$ cat config.mk
export PLATFORM = sky130hd
export DESIGN_NAME = load_writeback_unit
export DESIGN_NICKNAME = d
export VERILOG_FILES = /design/src/rtl/load_writeback_unit_pkg.sv /design/src/rtl/load_writeback_unit_align.sv /design/src/rtl/load_writeback_unit.sv
export SDC_FILE = /design/constraint.sdc
export NUM_CORES = 1
export LEC_CHECK = 0
export ABC_AREA = 1
export CORE_ASPECT_RATIO = 2
export CORE_MARGIN = 4
export CORE_UTILIZATION = 45
export CTS_BUF_LIST = sky130_fd_sc_hd__clkbuf_8
export DETAILED_ROUTE_END_ITERATION = 10
export HOLD_SLACK_MARGIN = 0.15
export PLACE_DENSITY_LB_ADDON = 0.05
export SYNTH_ARGS = -nofsm -noshare
export SYNTH_HDL_FRONTEND = slang
export SYNTH_SLANG_ARGS = --single-unit
$ cat constraint.sdc
create_clock -name clk -period 2.1 [get_ports clk]
set_input_delay 0.63 -clock clk [delete_from_list [all_inputs] [get_ports clk]]
set_output_delay 0.63 -clock clk [all_outputs]
set_load 0.01 [all_outputs]
$ cat src/rtl/load_writeback_unit_pkg.sv
// Shared types and helpers for the load/writeback unit.
// Pure declarations: no logic, no latency.
// Has no flow control of its own.
package lwb_pkg;

    typedef enum logic [2:0] {
        IDLE  = 3'd0,
        REQ   = 3'd1,
        WAIT  = 3'd2,
        DRAIN = 3'd3,
        WB    = 3'd4
    } state_t;

    localparam logic [1:0] SZ_BYTE  = 2'd0;
    localparam logic [1:0] SZ_HALF  = 2'd1;
    localparam logic [1:0] SZ_WORD  = 2'd2;
    localparam logic [1:0] SZ_DWORD = 2'd3;

    // Natural alignment: the low 'size' address bits must be zero.
    function automatic logic is_misaligned(input logic [2:0] addr_lo, input logic [1:0] size);
        logic mis;
        mis = 1'b0;
        case (size)
            SZ_BYTE:  mis = 1'b0;
            SZ_HALF:  mis = addr_lo[0];
            SZ_WORD:  mis = |addr_lo[1:0];
            SZ_DWORD: mis = |addr_lo[2:0];
            default:  mis = 1'b0;
        endcase
        return mis;
    endfunction

endpackage

$ cat src/rtl/load_writeback_unit_align.sv
// Selects the addressed byte/half/word lane of a memory word and sign/zero extends it.
// Latency: purely combinational.
// Backpressure: none, no handshake.
module load_align #(
    parameter int DATA_W = 32,
    localparam int LSB_W = $clog2(DATA_W / 8)
) (
    input  logic [DATA_W-1:0] data,
    input  logic [LSB_W-1:0]  offset,
    input  logic [1:0]        size,
    input  logic              sgn,
    output logic [DATA_W-1:0] result
);

    logic [DATA_W-1:0] lane;
    logic [DATA_W-1:0] keep;
    logic [DATA_W-1:0] msb;
    logic [6:0]        nbits;

    always_comb begin
        lane  = data >> {offset, 3'b000};
        nbits = 7'd8 << size;
        keep  = ~({DATA_W{1'b1}} << nbits);
        msb   = {{(DATA_W-1){1'b0}}, 1'b1} << (nbits - 7'd1);
        // A full-width access has nothing to extend.
        if (nbits >= 7'(DATA_W)) begin
            result = lane;
        end else if (sgn && (|(lane & msb))) begin
            result = lane | ~keep;
        end else begin
            result = lane & keep;
        end
    end

endmodule

$ cat src/rtl/load_writeback_unit.sv
// Multi-cycle load unit: one request -> aligned memory read -> extended register write.
// Latency: >= 3 cycles accept-to-writeback, +1 per request or response stall cycle.
// Backpressure: ld_ready only in IDLE; mem request held stable until mem_req_ready.
module load_writeback_unit
    import lwb_pkg::*;
#(
    parameter int DATA_W = 32,
    parameter int REG_AW = 5,
    parameter int ADDR_W = 32
) (
    input  logic              clk,
    input  logic              rst_n,
    input  logic              ld_valid,
    output logic              ld_ready,
    input  logic [ADDR_W-1:0] ld_addr,
    input  logic [1:0]        ld_size,
    input  logic              ld_signed,
    input  logic [REG_AW-1:0] ld_rd,
    input  logic              flush,
    output logic              mem_req_valid,
    input  logic              mem_req_ready,
    output logic [ADDR_W-1:0] mem_addr,
    input  logic              mem_rsp_valid,
    input  logic [DATA_W-1:0] mem_rsp_data,
    output logic              wb_we,
    output logic [REG_AW-1:0] wb_addr,
    output logic [DATA_W-1:0] wb_data,
    output logic              ld_err,
    output logic              busy
);

    localparam int LSB_W  = $clog2(DATA_W / 8);
    localparam int SIZE_W = 2;

    typedef struct packed {
        logic [ADDR_W-1:0] addr;
        logic [SIZE_W-1:0] size;
        logic              sgn;
        logic [REG_AW-1:0] rd;
    } ld_req_t;

    state_t            state_q;
    ld_req_t           req_q;
    logic [DATA_W-1:0] wb_data_q;
    logic              err_q;
    logic              illegal_req;
    logic [DATA_W-1:0] aligned;

    assign illegal_req = (ld_size > SIZE_W'(LSB_W)) || is_misaligned(ld_addr[2:0], ld_size);

    load_align #(
        .DATA_W (DATA_W)
    ) u_align (
        .data   (mem_rsp_data),
        .offset (req_q.addr[LSB_W-1:0]),
        .size   (req_q.size),
        .sgn    (req_q.sgn),
        .result (aligned)
    );

    always_ff @(posedge clk or negedge rst_n) begin
        if (!rst_n) begin
            state_q   <= IDLE;
            req_q     <= '0;
            wb_data_q <= '0;
            err_q     <= 1'b0;
        end else begin
            err_q <= 1'b0;
            case (state_q)
                IDLE: begin
                    if (ld_valid) begin
                        if (illegal_req) begin
                            err_q <= 1'b1;
                        end else begin
                            req_q   <= '{addr: ld_addr, size: ld_size, sgn: ld_signed, rd: ld_rd};
                            state_q <= REQ;
                        end
                    end
                end
                REQ: begin
                    // Once the request is accepted a response is owed and must be drained.
                    if (mem_req_ready) begin
                        state_q <= flush ? DRAIN : WAIT;
                    end else if (flush) begin
                        state_q <= IDLE;
                    end
                end
                WAIT: begin
                    if (mem_rsp_valid) begin
                        if (flush) begin
                            state_q <= IDLE;
                        end else begin
                            wb_data_q <= aligned;
                            state_q   <= WB;
                        end
                    end else if (flush) begin
                        state_q <= DRAIN;
                    end
                end
                DRAIN: begin
                    if (mem_rsp_valid) begin
                        state_q <= IDLE;
                    end
                end
                WB: begin
                    state_q <= IDLE;
                end
                default: begin
                    state_q <= IDLE;
                end
            endcase
        end
    end

    assign ld_ready      = (state_q == IDLE);
    assign busy          = (state_q != IDLE);
    assign mem_req_valid = (state_q == REQ);
    assign mem_addr      = {req_q.addr[ADDR_W-1:LSB_W], {LSB_W{1'b0}}};
    // x0 is hardwired zero, so the write strobe is dropped but the WB cycle is kept.
    assign wb_we         = (state_q == WB) && (req_q.rd != '0);
    assign wb_addr       = req_q.rd;
    assign wb_data       = wb_data_q;
    assign ld_err        = err_q;

endmodule

-- Word level (Yosys, flattened, before mapping)
Index checks and enable logic that the tools add are counted.
- add/subtract/negate cells: 1
- $lt $le $gt $ge: 2
- eq/ne operators: 12
- shift-type cells: 4
- multiplexer cells: 16
- bitwise operators: 7
- reductions and logical operators: 13
- operator list (operator ; number):
    bitwise AND 32 bit ; 2
    two-way mux 32 bit ; 2
    NOT 32 bit ; 2
    bitwise OR 32 bit ; 1
    OR reduction 32 bit ; 1
    << shifter 1 x 7 -> 32 bit, first input constant ; 1
    << shifter 32 x 7 -> 32 bit, first input constant ; 1
    right shift 32 x 5 -> 32 bit ; 1
    two-way mux 3 bit ; 8
    case mux 3 bit (4 select lines) ; 1
    >= comparator 7 x 6 -> 1 bit, second input constant ; 1
    << shifter 4 x 2 -> 7 bit, first input constant ; 1
    subtractor 7 x 1 -> 7 bit, second input constant ; 1
    == test 3 x 2 -> 1 bit, second input constant ; 2
    inequality test 2 bit, second input constant ; 3
    AND reduction 3 bit ; 2
    AND reduction 5 bit ; 1
    nonzero test 5 bit ; 1
    == test 2 bit, second input constant ; 2
    two-way mux 1 bit ; 4
    case mux 1 bit (4 select lines) ; 1
    == test 3 x 1 -> 1 bit, second input constant ; 1
    == test 3 bit, second input constant ; 1
    zero test 3 bit ; 1
    other kinds (11) ; 13
- bits in registers: 76
- input bits: 78
- output and inout port bits: 74
- word-level logic and storage cells: 62

-- Depth between registers and ports, before layout
- depth after elaboration: 8
- depth in mapped cells: 9
- gate-level depth less buffers: 9

-- Modules after synthesis
A second synthesis with hierarchy kept.
- cell total of the unflattened synthesis: 565
- area, all modules: 4159.0 µm²
- by module, submodules not included (module ; times used ; cells an instance ; area an instance (µm²) ; sequential area each (µm²)):
    load_writeback_unit ; 1 ; 401 ; 3407.0 ; 1901.8
    load_align ; 1 ; 164 ; 752.0 ; 0.0

-- Worst setup path after synthesis
OpenSTA, ideal clock, no wires.
- kind: input to register
- from: input port ld_size[0]
- to: register req_q, in the netlist mem_addr[19]
- setup time: 0.127 ns
- arrival: 1.635 ns
- data required time: 1.973 ns
- path slack: 0.338 ns
- cell stages on the path: 5
- path buffers: 1
- path through: o21ai_1 nand2_1 nor2_8 buf_6 mux2_1
- longest elaborated chain between the ends: 5
- elaborated cells on any way between the ends: 9
- those cells by class: 1 x order compare; 3 x eq/ne; 1 x mux; 1 x bitwise; 3 x reduce/logical
- ends and longest elaborated chain (element ; RTL line ; RTL):
    start, declared ; load_writeback_unit.sv:16 ; input logic [1:0] ld_size,
    == test 2 bit, or another cell as far along ; load_writeback_unit_pkg.sv:23 ; case (size)
    case mux 1 bit (4 select lines) ; load_writeback_unit_pkg.sv:23 ;
    logical OR 1 bit * ; load_writeback_unit.sv:49 ; assign illegal_req = (ld_size > SIZE_W'(LSB_W)) || is_misaligned(ld_addr[2:0], ld_size);
    NOT 1 bit (no line) * ; - ;
    AND reduction 3 bit (no line) * ; - ;
    end signal, assigned ; load_writeback_unit.sv:75 ; req_q <= '{addr: ld_addr, size: ld_size, sgn: ld_signed, rd: ld_rd};
    end, declared ; load_writeback_unit.sv:43 ; ld_req_t req_q;
Mark *: on every way between the ends. The rest lies on a longest branch, timed or not.
A chain may end at the register's enable or synchronous reset.

-- Final worst setup path
- from: register req_q, in the netlist wb_addr[3]
- to: output port wb_we
- longest elaborated chain between the ends: 2
- ends and longest elaborated chain (element ; RTL line ; RTL):
    nonzero test 5 bit ; load_writeback_unit.sv:120 ; assign wb_we = (state_q == WB) && (req_q.rd != '0);
    logical AND 1 bit ; load_writeback_unit.sv:120 ;
    end, declared ; load_writeback_unit.sv:25 ; output logic wb_we,
Every way passes these cells.

==> key figures <==
Timing
  • Worst Skew: 0.00739 ns
  • Slew Limit Fails: 0
  • RSZ-0062 raised after global routing: false
  • TNS Setup: 0 ns
  • Final critical-path required period: 2.00 ns
  • Hold Fails Final Rpt: 0
  • Maximum clock rate: 500 MHz
  • Crit share post-route: 0.953
  • # setup viols final: 0

Setup path
  • Setup CP Type: reg2out
  • CP max-delay cell: dfrtp_1
  • Critical path capture point type: output port
  • Max stage delay on crit path: 0.40 ns
  • Crit-path max FO: 3
  • Critical Path Start Type: flop
  • Critical Path AT: 1.37 ns
  • Worst EP required: 1.47 ns
  • Flop2flop setup slack: 0.37 ns
  • Crit path cell chain: nor3_2 -> nand3_1 -> nand4_1 -> inv_1 -> clkbuf_2

Flow run
  • Maxcap violations: 0

Clocking
  • CTS tree: done
  • Clock sinks: 76
  • Hold Buf Count CTS: 0
  • H-Tree Depth: 3
  • Clock Latency Late Sink: 0.34 ns
  • Clock transition at the registers of the reported paths: 0.08 ns
  • Total CTS buffers: 9
  • Clk buf depth: 2
  • Root buf cell: clkbuf_8

Die
  • Initial core utilization: 0.464
  • Die Width: 73.6 um
  • Die height: 139 um
  • Core area: 8350 um^2
  • Ports: 152
  • Full die area: 10200 um^2
  • Floorplan row count: 47

Cells and area
  • Layout cells sized above 1: 0.0991
  • Synth-to-layout area growth: 43.0%
  • Finished Layout Cells: 673
  • N_diodes: 0
  • Final Util: 0.663
  • Most frequent cells in the layout: clkdlybuf4s50_1, nand2_1, dfrtp_1
  • Most common cell after layout, fill and taps aside: clkdlybuf4s50_1
  • Nets: 648

Logic synthesis
  • Area leader, netlist: dfrtp_1
  • Synthesized area per cell: 8.84 um^2
  • Ys async rst share: 1.00
  • Post-Synthesis Cells: 438
  • Synthesized area: 3870 um^2
  • Yosys warning count: 0
  • Most used DFF post-synth: dfrtp_1
  • Netlist cell types: 24
  • Post-synth EDFFs: 0
  • Synth Register Bits: 76
  • Synth top area share: 0.491
  • Top post-synthesis cells by area: dfrtp_1, mux2_1, buf_4
  • Sequential area share after synthesis: 0.491

GRT
  • Grt ovf: 0
  • Vias in the first global route: 3576
  • Largest net degree at the start of global routing: 34
  • All-layer global routing usage: 0.220
  • First-pass GRT wire length: 17400 um
  • Antenna violations before repair: 0

Min path
  • Worst Hold Class: in2async

Route
  • Post-route DRC: 0
  • Detailed-route via count: 3448
  • Vias per Instance: 5.12
  • Routed len/inst: 16.5 um
  • WL final: 11100 um
  • Routed Antenna Nets: 0
  • Drt pass-1 iters: 4
  • Drt initial violations: 175

Power and ir drop
  • Cell Pwr Density: 1390 nW/um^2
  • Leak Pwr: 2.52 nW
  • Tot Pwr: 7.71 mW
  • Max VDD drop: 0.758 mV

Placement
  • # port buffers: 149
  • Dpl hpwl: 8690 um
  • Placed insts: 655
  • Routability cong.: 0.942

Run status
  • Outcome: completed
per-stage QoR:
stage	instance area, um^2	hold slack (ns)	worst slack (ns)
after floorplan	3880	0.334	0.338
after global placement	5360	0.466	-0.150
after detailed placement	5360	0.472	-0.188
after CTS	5550	0.205	-0.0831
after global routing	5540	0.229	0.0254
final	5540	0.210	0.0985
worst paths after layout:
path | start | to | cells past startpoint
max | wb_addr[3] | wb_we | 5
min | rst_n | mem_addr[8] | 1
max reg2reg | req_q[7] | wb_data[9] | 7
min reg2reg | mem_addr[20] | mem_addr[20] | 1
max in group asynchronous | rst_n | mem_addr[6] | 2
min in group clk | mem_addr[20] | mem_addr[20] | 1
registers in the layout, summed over array words and instances (netlist names):
register	flops
wb_data	32
ld_err	1
req_q	5
wb_addr	5
state_q	3
mem_addr	30
where the power goes:
group          internal, mW  switching [mW]
Combinational          2.12            1.96
Sequential             2.19           0.465
Clock                 0.449           0.532
Total                  4.76            2.96
cell type report:
class	count	area, um^2
well taps	98	123
flip-flops and latches	76	1900
multi-input cells	281	1500
inverters	24	91.3
clock buffers	10	138
repair buffers	178	1760
clock inverters	6	32.5
fillers	715	2810
cells by family after synthesis:
| group | after synthesis | share of synthesized area |
|---|---|---|
| AND/OR/NAND/NOR | 171 | 0.186 |
| buffers and inverters | 82 | 0.125 |
| flip-flops | 76 | 0.491 |
| AO/OA/AOI/OAI | 74 | 0.0979 |
| multiplexers | 34 | 0.0988 |
| other | 1 | 0.000968 |
Yosys cell counts, types with 3 or more instances:
cell type / number
nand2_1: 75
o21ai_1: 8
inv_2: 3
buf_2: 8
inv_1: 20
nand3_1: 27
a21oi_1: 41
mux2_1: 34
nor2_1: 61
buf_4: 38
buf_6: 3
o21ai_0: 18
a31oi_1: 7
clkbuf_1: 7
dfrtp_1: 76
critical path, delay by kind of cell (launching register included):
family                 cells  cell delay (ns)
buffers and inverters      2             0.16
flip-flops                 1             0.40
AND/OR/NAND/NOR            3             0.47
timing repair:
action	CTS	global route
resized for setup	6	4
pin swaps	1	3
endpoints found under the hold margin	0	0
setup endpoints to repair	4	2
buffers inserted	2	0
routing by layer:
layer  wire length (um)  GRT usage  share of wire  vias up
met1               3820      0.235           0.34     1627
met5                  0          0              0        -
met3                740     0.0513          0.067       20
met2               6210      0.396           0.56      142
li1                   -          -              -     1659
met4                313     0.0917          0.028        0
Power figures use the tool's default switching activity.
